==> src/rtl/heartbeat_pkg.sv <==
// Shared types and widths for the heartbeat stream receiver.
package heartbeat_pkg;
  localparam int BYTE_W = 8;
  localparam int HIST_W = 16;

  typedef enum logic [1:0] {
    HUNT    = 2'd0,
    CONFIRM = 2'd1,
    LOCKED  = 2'd2
  } state_t;
endpackage

==> src/rtl/manchester_bit_dec.sv <==
// Manchester half-bit pair decoder: input synchronizer, phase tracking and pair check.
// A bad pair holds the phase so the next pair is taken one sample later (bit slip).
module manchester_bit_dec
  import heartbeat_pkg::*;
#(
  parameter int SYNC_STAGES = 2
) (
  input  logic clk,
  input  logic rst_n,
  input  logic sig_in,
  output logic bit_valid,
  output logic bit_val,
  output logic violation
);

  logic [SYNC_STAGES-1:0] sync_q;
  logic                   s;
  logic                   prev;
  logic                   ph;

  assign s         = sync_q[SYNC_STAGES-1];
  assign bit_valid = ph & (prev ^ s);
  assign bit_val   = prev;
  assign violation = ph & ~(prev ^ s);

  always_ff @(posedge clk or negedge rst_n) begin
    if (!rst_n) begin
      sync_q <= '0;
      prev   <= 1'b0;
      ph     <= 1'b0;
    end else begin
      sync_q[0] <= sig_in;
      for (int i = 1; i < SYNC_STAGES; i++) begin
        sync_q[i] <= sync_q[i-1];
      end
      prev <= s;
      ph   <= violation ? 1'b1 : ~ph;
    end
  end

endmodule

==> src/rtl/heartbeat_rx.sv <==
// Heartbeat stream receiver: byte framing, sequence check and HUNT/CONFIRM/LOCKED FSM.
// Optional build macro HEARTBEAT_RX_ERRCNT_EN adds a saturating err_count output.
module heartbeat_rx
  import heartbeat_pkg::*;
#(
  parameter int SYNC_STAGES = 2,
  parameter int LOCK_COUNT  = 3,
  parameter int MAX_MISS    = 2
) (
  input  logic              clk,
  input  logic              rst_n,
  input  logic              sig_in,
  output logic [BYTE_W-1:0] byte_out,
  output logic              byte_valid,
  output logic              locked,
  output logic              err_code,
  output logic              err_seq
`ifdef HEARTBEAT_RX_ERRCNT_EN
  ,
  output logic [15:0]       err_count
`endif
);

  localparam logic [3:0] LOCK_N = 4'(LOCK_COUNT);
  localparam logic [3:0] MISS_N = 4'(MAX_MISS);

  logic bit_valid, bit_val, violation;

  manchester_bit_dec #(.SYNC_STAGES(SYNC_STAGES)) u_dec (
    .clk       (clk),
    .rst_n     (rst_n),
    .sig_in    (sig_in),
    .bit_valid (bit_valid),
    .bit_val   (bit_val),
    .violation (violation)
  );

  state_t              state, state_nxt;
  logic [HIST_W-2:0]   hist;
  logic [HIST_W-1:0]   hist_nxt;
  logic [2:0]          bit_cnt, bit_cnt_nxt;
  logic [3:0]          conf, conf_nxt, conf_inc;
  logic [3:0]          miss, miss_nxt, miss_inc;
  logic [BYTE_W-1:0]   bout_nxt, exp_byte;
  logic                vld_nxt, ec_nxt, es_nxt;
  logic                in_seq, byte_end;

  // The register keeps 15 bits; appending the incoming bit forms the 16-bit history.
  assign hist_nxt = {hist, bit_val};
  assign exp_byte = hist_nxt[HIST_W-1:BYTE_W] + 8'd1;
  assign in_seq   = (hist_nxt[BYTE_W-1:0] == exp_byte);
  assign byte_end = bit_valid & (bit_cnt == 3'd7);
  assign conf_inc = conf + 4'd1;
  assign miss_inc = miss + 4'd1;

  always_comb begin
    state_nxt   = state;
    bit_cnt_nxt = bit_valid ? bit_cnt + 3'd1 : bit_cnt;
    conf_nxt    = conf;
    miss_nxt    = miss;
    bout_nxt    = byte_out;
    vld_nxt     = 1'b0;
    ec_nxt      = 1'b0;
    es_nxt      = 1'b0;
    unique case (state)
      HUNT: begin
        if (bit_valid && in_seq) begin
          state_nxt   = (LOCK_N == 4'd1) ? LOCKED : CONFIRM;
          bit_cnt_nxt = '0;
          conf_nxt    = 4'd1;
          miss_nxt    = '0;
        end
      end
      CONFIRM: begin
        if (violation) begin
          state_nxt = HUNT;
          conf_nxt  = '0;
        end else if (byte_end) begin
          if (in_seq) begin
            conf_nxt = conf_inc;
            if (conf_inc == LOCK_N) state_nxt = LOCKED;
          end else begin
            state_nxt = HUNT;
            conf_nxt  = '0;
          end
        end
      end
      LOCKED: begin
        if (violation) begin
          ec_nxt    = 1'b1;
          state_nxt = HUNT;
          conf_nxt  = '0;
          miss_nxt  = '0;
        end else if (byte_end) begin
          // Out-of-sequence bytes are still reported; the next compare uses them as reference.
          vld_nxt  = 1'b1;
          bout_nxt = hist_nxt[BYTE_W-1:0];
          if (in_seq) begin
            miss_nxt = '0;
          end else begin
            es_nxt   = 1'b1;
            miss_nxt = miss_inc;
            if (miss_inc == MISS_N) begin
              state_nxt = HUNT;
              conf_nxt  = '0;
              miss_nxt  = '0;
            end
          end
        end
      end
      default: state_nxt = HUNT;
    endcase
  end

  always_ff @(posedge clk or negedge rst_n) begin
    if (!rst_n) begin
      state      <= HUNT;
      hist       <= '0;
      bit_cnt    <= '0;
      conf       <= '0;
      miss       <= '0;
      byte_out   <= '0;
      byte_valid <= 1'b0;
      locked     <= 1'b0;
      err_code   <= 1'b0;
      err_seq    <= 1'b0;
    end else begin
      state      <= state_nxt;
      if (bit_valid) hist <= hist_nxt[HIST_W-2:0];
      bit_cnt    <= bit_cnt_nxt;
      conf       <= conf_nxt;
      miss       <= miss_nxt;
      byte_out   <= bout_nxt;
      byte_valid <= vld_nxt;
      locked     <= (state_nxt == LOCKED);
      err_code   <= ec_nxt;
      err_seq    <= es_nxt;
    end
  end

`ifdef HEARTBEAT_RX_ERRCNT_EN
  function automatic logic [15:0] sat_add(input logic [15:0] cnt, input logic [1:0] inc);
    logic [16:0] sum;
    sum = {1'b0, cnt} + {15'd0, inc};
    return sum[16] ? 16'hFFFF : sum[15:0];
  endfunction

  always_ff @(posedge clk or negedge rst_n) begin
    if (!rst_n) err_count <= '0;
    else        err_count <= sat_add(err_count, {1'b0, ec_nxt} + {1'b0, es_nxt});
  end
`endif

endmodule
==> config.mk <==
export PLATFORM = sky130hd
export DESIGN_NAME = heartbeat_rx
export DESIGN_NICKNAME = d
export VERILOG_FILES = /design/src/rtl/heartbeat_pkg.sv /design/src/rtl/manchester_bit_dec.sv /design/src/rtl/heartbeat_rx.sv
export SDC_FILE = /design/constraint.sdc
export NUM_CORES = 1
export LEC_CHECK = 0
export CAP_MARGIN = 20
export CORE_MARGIN = 4
export CORE_UTILIZATION = 25
export DETAILED_ROUTE_END_ITERATION = 12
export PLACE_DENSITY = 0.37
export SLEW_MARGIN = 40
export SYNTH_ARGS = -nofsm -noshare
export SYNTH_HDL_FRONTEND = slang
export SYNTH_HIERARCHICAL = 1
export SYNTH_SLANG_ARGS = --single-unit
==> constraint.sdc <==
create_clock -name clk -period 6.65 [get_ports clk]
set_input_delay 0.9975 -clock clk [delete_from_list [all_inputs] [get_ports clk]]
set_output_delay 0.9975 -clock clk [all_outputs]
set_load 0.01 [all_outputs]
==> impl_metrics.csv <==
group,metric,value,unit
clocking,clkSlewWorstSetupHoldPaths,0.09,ns
floorplanning,initial_core_util,0.255,
floorplanning,coreArea,0.00920,mm^2
cells_and_area,syn2layout_area_growth,15.3,%
yosys,ys.flop_type,"dfrtp_1",
floorplanning,io_pins,15,
global_routing,grt_pass1_wl,8720,um
power_and_ir_drop,max-vdd-ir-drop,101,uV
worst_hold_path,hold_class,"flip-flop to flip-flop",
global_routing,antenna_found_initial,0,
yosys,async_reset_ff_frac,1.00,
cells_and_area,drive_above_1_share,0.164,
global_routing,track_usage,0.0972,
worst_setup_path,end_kind,"flip-flop",
clocking,cts.sinks,44,
global_routing,top_usage_layer,"met2",
cells_and_area,fin_nets,251,
timing,setup_viol,0,
clocking,clk_latency,0.30,ns
drt,drtPass1Iterations,4,
worst_setup_path,required,6.87,ns
yosys,postSynthCellCount,219,
global_routing,overflow,0,
cells_and_area,design_area,0.00271,mm^2
drt,avgRoutedWirePerCell,14.0,um
placement,hpwl,3460,um
global_routing,met1_usage,0.141,
yosys,yosys_warnings,6,
yosys,seq_area_frac_synth,0.469,
drt,first_iter_violations,43,
timing,fmax,369,MHz
cells_and_area,fillers,993,
cells_and_area,mostFrequentLayoutCells,"dfrtp_1, nand2_1, mux2_2",
worst_setup_path,crit_fanout,13,
placement,gp_congestion,0.686,
timing,max_slew_margin,0.548,
cells_and_area,seqCellArea,0.00110,mm^2
timing,worst_pin_slew,0.672,ns
power_and_ir_drop,p_seq_frac,0.450,
global_routing,grtUsageMet3,0.0204,
drt,drc,0,
timing,tns,0,ns
floorplanning,fp-row-count,35,
power_and_ir_drop,p_per_area,327,mW/mm^2
timing,clock_skew,0.00936,ns
worst_setup_path,critPathKind,"flip-flop to flip-flop",
job,cap_viol_max_count,0,
cells_and_area,final_common_cell,"dfrtp_1",
worst_setup_path,r2r_slack,3.94,ns
drt,postRouteAntennaNets,0,
yosys,ys_seq_elements,44,
yosys,netlist_area,0.00235,mm^2
clocking,cts_tree,"built",
clocking,htree_levels,2,
timing,finalCritPeriodShare,0.408,
floorplanning,dieHeight,105,um
global_routing,first_global_vias,1733,
clocking,clock-root-buffer,"clkbuf_8",
power_and_ir_drop,power.total,885,uW
cells_and_area,num_antenna_cells,0,
timing,hold_viol,0,
placement,placed_cell_area,0.00261,mm^2
timing,rsz0062_at_grt,"false",
timing,timing.final.crit_period,2.71,ns
placement,io_buffer_count,14,
yosys,yosys.cell_types.count,51,
clocking,cts_resized,0,
power_and_ir_drop,p_sw,340,uW
power_and_ir_drop,internal_power,545,uW
drt,via_per_inst,4.62,
worst_setup_path,cp.arrival,2.93,ns
global_routing,grt_max_degree,45,
worst_setup_path,critPathLaunchType,"flip-flop",
drt,vias,1611,
power_and_ir_drop,p_leak,0.00123,uW
floorplanning,dieArea,0.0110,mm^2
drt,wl,4890,um
clocking,postCtsHoldBufs,0,
power_and_ir_drop,combPwrFrac,0.356,
yosys,syn_nets,233,
clocking,ctsLongestPathBuffers,2,
clocking,post_cts_buffers,0,
floorplanning,die_width,105,um
power_and_ir_drop,switching_share,0.384,
clocking,cts_buffers,5,
power_and_ir_drop,power_frac_clock,0.194,
yosys,synth_edf_count,0,
cells_and_area,multi_input_area,0.00119,mm^2
global_routing,grt_use_met2,0.143,
yosys,avgSynthCellArea,10.7,um^2
outcome,outcome,"finished, final reports clean",
timing,finalMaxSlewViolations,0,
[stage by stage]
stage / instances / utilization / setup WS [ns] / hold slack [ns]
detailed placement: 341 / 0.284 / 3.66 / 0.337
global route: 349 / 0.294 / 3.79 / 0.380
finish: 349 / 0.294 / 3.94 / 0.355
floorplan: 219 / - / 4.38 / 0.331
global placement: 341 / 0.284 / 3.68 / 0.333
CTS: 349 / 0.294 / 3.65 / 0.359
[state kept, by name, indices dropped and copies added (netlist names)]
| signal | count |
|---|---|
| err_seq | 1 |
| byte_out | 8 |
| bit_cnt | 3 |
| miss | 4 |
| hist | 15 |
| err_code | 1 |
| state | 2 |
| conf | 4 |
| u_dec/ph | 1 |
| u_dec/bit_val | 1 |
| u_dec/sync_q | 2 |
| locked | 1 |
| byte_valid | 1 |
[synthesized netlist by cell type, drive strengths merged, types with 3 or more instances]
cell / count / area share
a21oi: 7 / 0.015
a31oi: 4 / 0.013
and3: 4 / 0.011
buf: 3 / 0.0053
dfrtp: 44 / 0.47
ha: 11 / 0.059
inv: 13 / 0.021
mux2: 16 / 0.077
mux2i: 3 / 0.013
nand2: 33 / 0.053
nand2b: 5 / 0.013
nand3: 7 / 0.015
nor2: 9 / 0.014
nor3: 6 / 0.015
o211ai: 3 / 0.0096
o21ai: 8 / 0.017
o41ai: 3 / 0.026
xnor2: 5 / 0.022
xor2: 6 / 0.022
[kinds of logic after synthesis]
family / count (synthesis) / share of synthesized area
xor+xnor: 11 / 0.0442
flops: 44 / 0.469
compound gates: 40 / 0.140
fa+ha+maj: 11 / 0.0586
simple gates: 77 / 0.171
mux: 19 / 0.0896
buf+inv: 17 / 0.0277
[final timing paths]
kind                                       from         endpoint  cells past startpoint
max in group asynchronous                 rst_n          miss[2]                      1
min in group asynchronous                 rst_n          conf[0]                      1
worst min-delay path            u_dec/sync_q[0]  u_dec/sync_q[1]                      0
worst max-delay path                    hist[7]           locked                      8
worst min register to register  u_dec/sync_q[0]  u_dec/sync_q[1]                      0
worst max register to register          hist[7]           locked                      8
[worst max-delay path, stage by stage (launching register included)]
cell and delay, ns:
dfrtp_1 0.47, ha_1 0.34, xor2_1 0.16, nor2_1 0.20
nand4b_4 0.18, nor3_4 0.52, o31ai_1 0.21, or3b_1 0.38
a2bb2oi_1 0.17
[power groups by stage]
| stage | Clock (uW) | Combinational (uW) | Sequential, uW |
|---|---|---|---|
| 4_1_cts | 185 | 315 | 400 |
| 5_1_grt | 197 | 352 | 411 |
| 2_1_floorplan | 0 | 264 | 379 |
| 6_report | 172 | 315 | 398 |
| 3_3_place_gp | 0 | 315 | 406 |
| 3_5_place_dp | 0 | 313 | 405 |
[per-layer routing]
| metal | share of wire | wire length (um) |
|---|---|---|
| met1 | 0.54 | 2650 |
| met2 | 0.42 | 2060 |
| met3 | 0.019 | 92 |
| met4 | 0.018 | 87 |
| met5 | 0 | 0 |
[layout make-up]
cell class / count / share of cell area
multi-input cells: 158 / 0.439
clock inverters: 3 / 0.00693
repair buffers: 14 / 0.0509
well taps: 111 / 0.0513
flip-flops and latches: 44 / 0.407
clock buffers: 5 / 0.0254
inverters: 14 / 0.0194
Note: power is estimated with default switching activity, not from simulation.
